$ cat config.mk
export PLATFORM = sky130hd
export DESIGN_NAME = bounce_gen_flat
export DESIGN_NICKNAME = d
export VERILOG_FILES = /design/src/rtl/bounce_gen_if.sv /design/src/rtl/bounce_gen.sv /design/src/flat_wrapper.sv
export SDC_FILE = /design/constraint.sdc
export NUM_CORES = 1
export LEC_CHECK = 0
export CORE_AREA = 2 2 45 68
export DETAILED_ROUTE_END_ITERATION = 10
export DIE_AREA = 0 0 47 70
export GPL_ROUTABILITY_DRIVEN = 1
export PLACE_DENSITY = 0.84
export SYNTH_ARGS = -nofsm -noshare
export SYNTH_HDL_FRONTEND = slang
export SYNTH_SLANG_ARGS = --single-unit
$ cat constraint.sdc
create_clock -name clock -period 2.6 [get_ports clock]
set_input_delay 0.26 -clock clock [delete_from_list [all_inputs] [get_ports clock]]
set_output_delay 0.26 -clock clock [all_outputs]
set_load 0.01 [all_outputs]
$ cat src/rtl/bounce_gen_if.sv
// Command handshake and generated-signal bundle for bounce_gen.
// Handshake: a request transfers on a rising clock edge where cmd_valid and
// cmd_ready are both 1. cmd_level and cmd_bounces are captured only on that
// edge. cmd_valid seen while cmd_ready is 0 is ignored and nothing is queued.
interface bounce_gen_if;
  logic       cmd_valid;
  logic       cmd_level;
  logic [3:0] cmd_bounces;
  logic       cmd_ready;
  logic       sig_out;
  logic       busy;
  logic       done;

  // Requester side: drives commands and observes the generated signal.
  modport master (
    output cmd_valid,
    output cmd_level,
    output cmd_bounces,
    input  cmd_ready,
    input  sig_out,
    input  busy,
    input  done
  );

  // Generator side.
  modport slave (
    input  cmd_valid,
    input  cmd_level,
    input  cmd_bounces,
    output cmd_ready,
    output sig_out,
    output busy,
    output done
  );
endinterface

$ cat src/rtl/bounce_gen.sv
// Bouncy-edge generator: on each accepted request it drives sig_out with
// pseudo-random bounce values for cmd_bounces cycles, then holds the target
// level for SETTLE cycles and pulses done on the first idle cycle.
module bounce_gen #(
  parameter logic [7:0] SEED   = 8'hA5,
  parameter int         SETTLE = 4
) (
  input  logic           clock,
  input  logic           reset,
  bounce_gen_if.slave    bif,
  output logic [1:0]     dbg_state,
  output logic [7:0]     dbg_lfsr
);

  typedef enum logic [1:0] {
    ST_IDLE   = 2'd0,
    ST_BOUNCE = 2'd1,
    ST_SETTLE = 2'd2
  } state_t;

  localparam logic [7:0] SETTLE_LOAD = 8'(SETTLE);

  state_t     state, state_nxt;
  logic [7:0] lfsr, lfsr_nxt;
  logic [3:0] bounce_cnt, bounce_cnt_nxt;
  logic [7:0] settle_cnt, settle_cnt_nxt;
  logic       level, level_nxt;
  logic       sig_q, sig_nxt;
  logic       done_q, done_nxt;

  // Register all state; reset abandons any request without a done pulse.
  always_ff @(posedge clock) begin
    if (!reset) begin
      state      <= ST_IDLE;
      lfsr       <= SEED;
      bounce_cnt <= 4'd0;
      settle_cnt <= 8'd0;
      level      <= 1'b0;
      sig_q      <= 1'b0;
      done_q     <= 1'b0;
    end else begin
      state      <= state_nxt;
      lfsr       <= lfsr_nxt;
      bounce_cnt <= bounce_cnt_nxt;
      settle_cnt <= settle_cnt_nxt;
      level      <= level_nxt;
      sig_q      <= sig_nxt;
      done_q     <= done_nxt;
    end
  end

  // Next-state and datapath: LFSR only steps in BOUNCE, sig_out holds in IDLE.
  always_comb begin
    state_nxt      = state;
    lfsr_nxt       = lfsr;
    bounce_cnt_nxt = bounce_cnt;
    settle_cnt_nxt = settle_cnt;
    level_nxt      = level;
    sig_nxt        = sig_q;
    done_nxt       = 1'b0;
    case (state)
      ST_IDLE: begin
        if (bif.cmd_valid) begin
          level_nxt = bif.cmd_level;
          if (bif.cmd_bounces != 4'd0) begin
            state_nxt      = ST_BOUNCE;
            bounce_cnt_nxt = bif.cmd_bounces;
          end else begin
            state_nxt      = ST_SETTLE;
            settle_cnt_nxt = SETTLE_LOAD;
          end
        end
      end
      ST_BOUNCE: begin
        // Bounce value uses the LFSR before this edge's advance.
        sig_nxt        = level ^ lfsr[0];
        lfsr_nxt       = {lfsr[6:0], lfsr[7] ^ lfsr[5] ^ lfsr[4] ^ lfsr[3]};
        bounce_cnt_nxt = bounce_cnt - 4'd1;
        if (bounce_cnt == 4'd1) begin
          state_nxt      = ST_SETTLE;
          settle_cnt_nxt = SETTLE_LOAD;
        end
      end
      ST_SETTLE: begin
        sig_nxt        = level;
        settle_cnt_nxt = settle_cnt - 8'd1;
        if (settle_cnt == 8'd1) begin
          state_nxt = ST_IDLE;
          done_nxt  = 1'b1;
        end
      end
      default: begin
        state_nxt = ST_IDLE;
      end
    endcase
  end

  // Handshake and status decode straight from the state register.
  always_comb begin
    bif.cmd_ready = (state == ST_IDLE);
    bif.busy      = (state != ST_IDLE);
    bif.sig_out   = sig_q;
    bif.done      = done_q;
    dbg_state     = state;
    dbg_lfsr      = lfsr;
  end

endmodule

$ cat src/flat_wrapper.sv
// flat-port wrapper written by rule: the top's interface ports become plain ports
module bounce_gen_flat 
#(
  parameter logic [7:0] SEED   = 8'hA5,
  parameter int         SETTLE = 4
)
  (clock, reset, dbg_state, dbg_lfsr, bif_cmd_valid, bif_cmd_level, bif_cmd_bounces, bif_cmd_ready, bif_sig_out, bif_busy, bif_done);
  bounce_gen_if bif_i ();
  input  logic clock;
  input  logic reset;
  output logic [1:0] dbg_state;
  output logic [7:0] dbg_lfsr;
  input wire logic [$bits(bif_i.cmd_valid)-1:0] bif_cmd_valid;
  input wire logic [$bits(bif_i.cmd_level)-1:0] bif_cmd_level;
  input wire logic [$bits(bif_i.cmd_bounces)-1:0] bif_cmd_bounces;
  output wire logic [$bits(bif_i.cmd_ready)-1:0] bif_cmd_ready;
  output wire logic [$bits(bif_i.sig_out)-1:0] bif_sig_out;
  output wire logic [$bits(bif_i.busy)-1:0] bif_busy;
  output wire logic [$bits(bif_i.done)-1:0] bif_done;
  assign bif_i.cmd_valid = bif_cmd_valid;
  assign bif_i.cmd_level = bif_cmd_level;
  assign bif_i.cmd_bounces = bif_cmd_bounces;
  assign bif_cmd_ready = bif_i.cmd_ready;
  assign bif_sig_out = bif_i.sig_out;
  assign bif_busy = bif_i.busy;
  assign bif_done = bif_i.done;
  bounce_gen #(.SEED(SEED), .SETTLE(SETTLE)) u_core (.clock(clock), .reset(reset), .bif(bif_i), .dbg_state(dbg_state), .dbg_lfsr(dbg_lfsr));
endmodule
==> flow_summary_export.csv <==
group,metric,value,unit
sta,layout_setup_ws,0.229,ns
power,power_density,1070,nW/um^2
clock_tree,hold_buffers,0,
global_routing,grt_pass1_vias,1224,
worst_setup_path,cp_top_family,"compound AO/OA/AOI/OAI gates",
placed_design,postPlaceCellArea,1600,sq um
yosys,ys_seq_elements,25,
sta,clock_skew,0.00272,ns
clock_tree,cts_buffers,3,
clock_tree,clockBufferDepth,2,
placed_design,gp_congestion,0.837,
routing,drt_iter0_drc,38,
worst_setup_path,endpoint,"u_core.settle_cnt[4]$_SDFFE_PN0P_",
routing,dr.pass1.iters,5,
power,switchingPower,0.000722,W
power,swShare,40.8,%
yosys,ys_seq_area_share,36.1,%
power,p_seq_share,33.3,%
worst_setup_path,r2r-end,"u_core.settle_cnt[4]$_SDFFE_PN0P_",
yosys,syn_area,1390,sq um
floorplan,die_w,47,um
power,p_int,0.00105,W
worst_setup_path,required,2.77,ns
worst_setup_path,cp-start-kind,"flop",
sta,final.setup.tns,0,ns
worst_setup_path,r2r-start,"u_core.dbg_state[0]$_SDFFE_PN0P_",
routing,routed_wirelength,3110,um
worst_setup_path,reg2reg_depth,6,
sta,relSlewSlack,36.8,%
routing,post_drt_wl_per_cell,14.3,um
floorplan,die_height,70,um
min_path,hp-class,"flop to flop",
floorplan,pin_count,22,
job,maxCapViolations,0,
sta,finalHoldViolCount,0,
sta,fin_crit_sh,91.2,%
worst_setup_path,path_depth,6,
floorplan,rows,24,
worst_setup_path,crit_top_cell,"inv_1",
worst_setup_path,path_cells,"inv_1, ha_1, inv_1, a2bb2oi_1, nor3_2, a41o_1",
finish,final_cells,217,
placed_design,port_buffers,21,
power,peakVddDrop,0.000756,V
yosys,synthFlopType,"dfxtp_1",
placed_design,dp.cells,213,
finish,layout_common_cells,"dfxtp_1, clkdlybuf4s50_1, nand2_1",
sta,final-setup-viol-count,0,
global_routing,antenna_found_initial,0,
finish,area_growth,18.8,%
finish,layout.nets,194,
worst_setup_path,cp.arrival,2.54,ns
sta,fmax,422,MHz
sta,final_max_slew_viol_count,0,
global_routing,grt_pass1_wl,5110,um
routing,ant_nets,0,
yosys,synthArstFlopShare,0,%
yosys,syn_avg_cell_area,8.84,sq um
power,p_comb_share,53.5,%
clock_tree,h-tree-depth,1,
clock_tree,clk_pin_slew,0.09,ns
clock_tree,cts_tree,"done",
finish,final_common_cell,"dfxtp_1",
global_routing,grt_max_degree,17,
clock_tree,clk_latency,0.27,ns
worst_setup_path,r2r_slack,0.23,ns
worst_setup_path,cp_num_buf_inv,2,
yosys,synth_fp_nets,172,
placed_design,place_hpwl,2280,um
finish,postLayoutCellArea,1650,sq um
worst_setup_path,crit_slowest_cell,"a2bb2oi_1",
placed_design,pre_cts_ws,0.267,ns
routing,num_vias,1257,
floorplan,dieArea,3290,sq um
floorplan,initial_core_util,50.2,%
yosys,synth_edf_count,0,
finish,drive_gt1_share,6.74,%
global_routing,grt_use_total,20.2,%
yosys,synth_cells,157,
worst_setup_path,cp_max_fo,12,
yosys,yosysWarnings,0,
worst_setup_path,max_stage_delay,0.74,ns
power,p_clk_share,13.1,%
finish,antennaDiodeCount,0,
sta,rsz0062_at_grt,"no",
power,power_leakage,0.620,nW
worst_setup_path,crit_start,"u_core.dbg_state[0]$_SDFFE_PN0P_",
routing,drc,0,
clock_tree,root_buffer,"clkbuf_8",
run_status,outcome,"finished, final reports clean",
global_routing,grt_overflow,0,
sta,period_minus_slack,2.37,ns
floorplan,coreArea,2760,sq um
yosys,synth_cell_types,46,
clock_tree,cts_setup_buffers,0,
clock_tree,post_cts_resized,0,
sta,worst_pin_slew,0.945,ns
worst_setup_path,crit_type,"flop to flop",
worst_setup_path,setup.worst_path.end_class,"flop",
clock_tree,clock-sinks,25,
routing,vias_per_cell,5.79,
Yosys cell counts (all sizes together), types with 3 or more instances:
master	count	share of area (%)
a211o	3	1.9
ha	7	6.3
a31oi	4	1.8
clkbuf	7	4.1
inv	10	2.7
a21oi	12	4.3
dfxtp	25	36
nand2	16	4.3
nor3	6	2.5
nor2	13	3.5
mux2i	9	6.5
xnor2	3	1.9
nand3	7	2.5
or4	3	1.9
power groups by stage:
stage | clock [W] | combinational, W | sequential (W)
2_1_floorplan | 0 | 0.000664 | 0.000601
3_3_place_gp | 0 | 0.000903 | 0.000587
3_5_place_dp | 0 | 0.000936 | 0.000596
4_1_cts | 0.000234 | 0.000944 | 0.000588
5_1_grt | 0.000243 | 0.00103 | 0.000603
6_report | 0.000233 | 0.000947 | 0.000590
per-layer routing:
layer | track usage [%] | share of wire (%) | wire, um | vias up
met4 | 6.17 | 1.0 | 32 | 0
met3 | 2.84 | 4.2 | 132 | 5
met5 | 0 | 0 | 0 | -
li1 | - | - | - | 604
met1 | 23.4 | 41 | 1280 | 610
met2 | 36.1 | 53 | 1660 | 38
cells by family (layout without fill, tap and decap cells):
kind of cell             after synthesis  after routing  share of synthesized area [%]
adder cells (fa/ha/maj)                7              7                           6.31
AND/OR/NAND/NOR                       55             55                           20.2
multiplexers                           9              9                           6.49
buffers and inverters                 20             41                           8.75
flip-flops                            25             25                           36.1
AO/OA/AOI/OAI                         37             37                           19.7
XOR/XNOR                               4              4                           2.53
stage by stage:
stage,hold WS (ns),power (W),util [%]
floorplan,0.405,0.00127,-
global placement,0.452,0.00149,58.1
detailed placement,0.471,0.00153,58.1
CTS,0.484,0.00177,59.7
global route,0.503,0.00188,59.7
finish,0.488,0.00177,59.7
cell type report:
type                            instances  area, sq um
Tap cell                               39         48.8
Fill cell                             233         1110
Sequential cell                        25          500
Clock buffer                            4         45.0
Multi-Input combinational cell        112          766
Inverter                               11         41.3
Timing Repair Buffer                   26          248
worst min path at each step:
stage	from	to	slack (ns)	cells after the start
final	u_core.level$_SDFFE_PN0P_	u_core.level$_SDFFE_PN0P_	0.49	2
after global routing	u_core.level$_SDFFE_PN0P_	u_core.level$_SDFFE_PN0P_	0.50	2
after CTS	u_core.settle_cnt[7]$_SDFFE_PN0P_	u_core.settle_cnt[7]$_SDFFE_PN0P_	0.48	2
after detailed placement	u_core.settle_cnt[7]$_SDFFE_PN0P_	u_core.settle_cnt[7]$_SDFFE_PN0P_	0.47	2
after global placement	u_core.settle_cnt[7]$_SDFFE_PN0P_	u_core.settle_cnt[7]$_SDFFE_PN0P_	0.45	2
after floorplan	bif_cmd_level	u_core.level$_SDFFE_PN0P_	0.40	2
worst min-delay path, stage by stage (launching register included):
cell and delay (ns):
dfxtp_1 0.33, nand2_1 0.06, a21oi_1 0.05
flip-flops by register name, summed over array words and instances, names as in the netlist:
register and cells:
u_core.level 1, u_core.bif.sig_out 1, u_core.bif.done 1, u_core.settle_cnt 8, u_core.dbg_lfsr 8, u_core.bounce_cnt 4
u_core.dbg_state 2
Note: power is estimated with default switching activity, not from simulation.
==> variant 1, RTL diff (config.mk and constraints unchanged) <==
Register the output `dbg_state`; this adds one clock of latency there. The other outputs are not delayed to match.
--- a/src/rtl/bounce_gen.sv
+++ b/src/rtl/bounce_gen.sv
@@ -20,4 +20,6 @@
 
   localparam logic [7:0] SETTLE_LOAD = 8'(SETTLE);
+
+  logic [1:0] dbg_state_d;
 
   state_t     state, state_nxt;
@@ -102,6 +104,10 @@
     bif.sig_out   = sig_q;
     bif.done      = done_q;
-    dbg_state     = state;
+    dbg_state_d   = state;
     dbg_lfsr      = lfsr;
+  end
+
+  always_ff @(posedge clock) begin
+    dbg_state <= dbg_state_d;
   end
 
Function: changed (Yosys sat finds a counterexample within 4 cycles, from zero or initial values and one cycle with reset low).
==> variant 1 against the unedited design <==
  * Sequential share of layout area grew 1.4 points
  * Power grew 2.7%
  * Count of clock-buffer cells in the layout fell by 1
  * Utilization increased by 1.9 points
  * Final area rose by 3.1%
  * Global-route usage grew 2.7 points
  * Sequential cell count grew 2
  * Die area did not move
  * Wire length is 7.7% higher
  * Synthesized area grew 0.36%
  * Worst hold slack lost 0.089 ns
  * Setup slack improved by 0.23 ns
  * First-iteration DRC count down 29%
  * Critical path depth down 2
  * Critical endpoint is now bif_busy
  * Largest power group unchanged
==> variant 1: results (changes against the unedited design) <==
critPathMaxFanout: 9  # was 12
hp-start: "u_core.dbg_state_d[1]$_SDFFE_PN0P_"  # was u_core.level$_SDFFE_PN0P_
p_clk_frac: 0.136  # was 0.131
whs_path_depth: 0  # was 2
crit_slowest_cell: "clkdlybuf4s50_1"  # was a2bb2oi_1
endpoint: "bif_busy"  # was u_core.settle_cnt[4]$_SDFFE_PN0P_
routabilityCongestion: 0.830  # was 0.837
drt_iter0_drc: 27  # was 38
finClkSkew_ns: 0.000694  # was 0.00272 ns
yosys-top-cells-count: "dfxtp_1 (27), nand2_1 (16), inv_1 (13), nor2_1 (13), mux2i_1 (12)"  # was dfxtp_1 (25), nand2_1 (16), nor2_1 (13)
grt_first_pass_wirelength_mm: 5.66  # was 5.11 mm
place_inst: 219  # was 213
grt_usage: 0.229  # was 0.202
regToRegSetupSlack_ns: 0.64  # was 0.23 ns
finalCritPeriodShare: 0.825  # was 0.912
yosysSeqAreaShare: 0.388  # was 0.361
syn_nets: 177  # was 172
p_sw_mw: 0.744  # was 0.722 mW
dr_wl_met2_mm: 1.86  # was 1.66 mm
cp.arrival_ns: 1.89  # was 2.54 ns
hpwl_mm: 2.53  # was 2.28 mm
wl_met3_um: 134  # was 132 µm
pre_cts_ws_ns: 0.391  # was 0.267 ns
viasPerCell: 5.84  # was 5.79
path_buf_inv: 3  # was 2
grt_use_met1: 0.235  # was 0.234
powerClk_mw: 0.247  # was 0.233 mW
placed_area_um2: 1650  # was 1600 µm²
met2_usage: 0.411  # was 0.361
status: "finished, final reports clean"  # unchanged
vdd_drop_max_v: 0.000745  # was 0.000756 V
synth_cell_types: 41  # was 46
synth.area.top_cells: "dfxtp_1 (39%), mux2i_1 (8.6%), ha_1 (6.3%)"  # was dfxtp_1 (36%), mux2i_1 (6.5%), ha_1 (6.3%)
max_stage_delay_ns: 0.58  # was 0.74 ns
drive_above_1_share: 0.0652  # was 0.0674
worst_r2r_endpoint: "u_core.settle_cnt[5]$_SDFFE_PN0P_"  # was u_core.settle_cnt[4]$_SDFFE_PN0P_
vias: 1302  # was 1,257
comb_power_mw: 0.940  # was 0.947 mW
holdPathEnd: "u_core.dbg_state[1]$_DFF_P_"  # was u_core.level$_SDFFE_PN0P_
## variant 1: cell count changes in the layout (fill, tap and decap cells not counted), moves of 3 or more
cell     delta
a211o_1     -3
a21oi_1     -3
inv_1       +3
mux2i_1     +3
o21ai_0     +3
## variant 1: cells by family (layout without fill, tap and decap cells)
group | after synthesis | in the layout | synth area share
adders and majority gates | 7 | 7 | 0.0629
AOI/OAI and AO/OA | 37 | 37 | 0.183
DFF | 27 | 27 | 0.388
buffers and inverters | 19 | 41 | 0.0512
xor gates and xnor gates | 4 | 4 | 0.0252
and+or+nand+nor | 56 | 56 | 0.203
muxes | 12 | 12 | 0.0863
## variant 1: layout make-up
class	count	area, µm²
Fill cell	240	1060
Multi-Input combinational cell	116	781
Sequential cell	27	541
Timing Repair Buffer	24	233
Inverter	13	48.8
Tap cell	39	48.8
Clock buffer	3	41.3
Clock inverter	1	7.51
==> variant 2, RTL diff (config.mk and constraints unchanged) <==
Without the edit above. Reset style: asynchronous (`reset`), changed in one clocked block.
--- a/src/rtl/bounce_gen.sv
+++ b/src/rtl/bounce_gen.sv
@@ -30,5 +30,5 @@
 
   // Register all state; reset abandons any request without a done pulse.
-  always_ff @(posedge clock) begin
+  always_ff @(posedge clock or negedge reset) begin
     if (!reset) begin
       state      <= ST_IDLE;
Formal check against the unedited RTL: differs if reset is asserted again (counterexample within 4 cycles, from zero or initial values and one cycle with reset low); with reset held inactive, the same outputs for 10 cycles.
==> variant 2 against the unedited design <==
  * Power grew 23%
  * Sequential cell count is the same
  * Global-route usage grew 1.5 points
  * Wire length shrank 4.0%
  * Sequential share of layout area grew 7.4 points
  * Synthesized area shrank 1.1%
  * Critical path depth shrank 2
  * Count of clock-buffer cells in the layout shrank 1
  * Final area grew 1.3%
  * Clock skew grew 0.0029 ns
  * Setup slack gained 0.32 ns
  * Register-to-register slack gained 0.35 ns
==> variant 2: results (changes against the unedited design) <==
status: "finished, final reports clean"  # unchanged
met2_usage: 0.382  # was 0.361
routabilityCongestion: 0.821  # was 0.837
cp.arrival_ns: 1.79  # was 2.54 ns
nNetsFinal: 173  # was 194
tightest_slew_ns: 0.708  # was 0.945 ns
clkLatencyLatePin_ns: 0.27  # about the same
drt_wl_total_mm: 2.98  # was 3.11 mm
rr_startpoint: "u_core.bounce_cnt[1]$_DFFE_PN0P_"  # was u_core.dbg_state[0]$_SDFFE_PN0P_
grt_usage: 0.218  # was 0.202
syn_nets: 151  # was 172
p_sw_frac: 0.408  # about the same
critPathMaxFanout: 8  # was 12
place_inst: 192  # was 213
grt_max_degree: 26  # was 17
crit_path_start: "u_core.dbg_state[0]$_DFFE_PN0P_"  # was u_core.dbg_state[0]$_SDFFE_PN0P_
grt_first_pass_wirelength_mm: 5.26  # was 5.11 mm
synth_cell_types: 38  # was 46
finClkSkew_ns: 0.00566  # was 0.00272 ns
hpwl_mm: 2.30  # was 2.28 mm
syn_area_per_cell_um2: 10.1  # was 8.84 µm²
drive_above_1_share: 0.153  # was 0.0674
viasPerCell: 5.56  # was 5.79
synth_flop_cell: "dfrtp_1"  # was dfxtp_1
antenna_cells: 0  # unchanged
synth.area.top_cells: "dfrtp_1 (38%), mux2_2 (8.2%), dfstp_2 (7.7%)"  # was dfxtp_1 (36%), mux2i_1 (6.5%), ha_1 (6.3%)
hp-class: "in2async"  # was reg2reg
drt_iter0_drc: 35  # was 38
vdd_drop_max_v: 0.000944  # was 0.000756 V
vias: 1090  # was 1,257
firstDrtPassIters: 4  # was 5
leakagePower_nw: 0.693  # was 0.620 nW
[variant 2: per-layer routing]
| metal | routed length (µm) | part of all wire |
|---|---|---|
| met5 | 0 | 0 |
| met1 | 1110 | 0.37 |
| met3 | 113 | 0.038 |
| met2 | 1700 | 0.57 |
| met4 | 59 | 0.020 |
[variant 2: power by group through the flow]
stage | combinational (mW) | clock [mW] | sequential [mW]
after CTS | 1.21 | 0.241 | 0.739
after global placement | 1.14 | 0 | 0.728
after floorplan | 0.765 | 0 | 0.747
after detailed placement | 1.19 | 0 | 0.745
after global routing | 1.33 | 0.255 | 0.761
final | 1.20 | 0.236 | 0.739
[variant 2: cell type report]
type	instances	area (µm²)
Fill cell	237	1090
Multi-Input combinational cell	96	683
Sequential cell	25	631
Timing Repair Buffer	23	225
Tap cell	39	48.8
Clock buffer	3	41.3
Inverter	9	33.8
Clock inverter	1	7.51
[variant 2: worst max-delay path, stage by stage (launching register included)]
cell and delay [ns]:
dfrtp_1 0.42, inv_1 0.09, ha_1 0.36, inv_1 0.14, clkdlybuf4s50_1 0.51
[variant 2: worst paths after layout]
check | endpoint | slack [ns] | depth (start not counted)
worst max-delay path | bif_busy | 0.55 | 4
worst min-delay path | u_core.settle_cnt[0]$_DFFE_PN0P_ | 0.34 | 2
worst max register to register | u_core.settle_cnt[7]$_DFFE_PN0P_ | 0.58 | 6
worst min register to register | u_core.dbg_lfsr[0]$_DFFE_PN1P_ | 0.52 | 2
max in group asynchronous | u_core.dbg_lfsr[2]$_DFFE_PN1P_ | 1.97 | 2
min in group clock | u_core.dbg_lfsr[0]$_DFFE_PN1P_ | 0.52 | 2
[variant 2: cells by family (layout without fill, tap and decap cells)]
| logic type | count (synthesis) | after routing | share of synthesized area |
|---|---|---|---|
| AOI/OAI and AO/OA | 32 | 32 | 0.148 |
| xor gates and xnor gates | 4 | 4 | 0.0255 |
| adders and majority gates | 7 | 7 | 0.0638 |
| buffers and inverters | 15 | 36 | 0.0428 |
| DFF | 25 | 25 | 0.459 |
| muxes | 13 | 13 | 0.104 |
| and+or+nand+nor | 40 | 40 | 0.157 |
[variant 2: through the flow]
stage	total power, mW	util	setup slack (ns)	instance area [µm²]
after floorplan	1.51	-	0.715	1370
after global placement	1.87	0.587	0.485	1620
after detailed placement	1.94	0.587	0.391	1620
after CTS	2.19	0.605	0.553	1670
after global routing	2.34	0.605	0.377	1670
final	2.18	0.605	0.548	1670
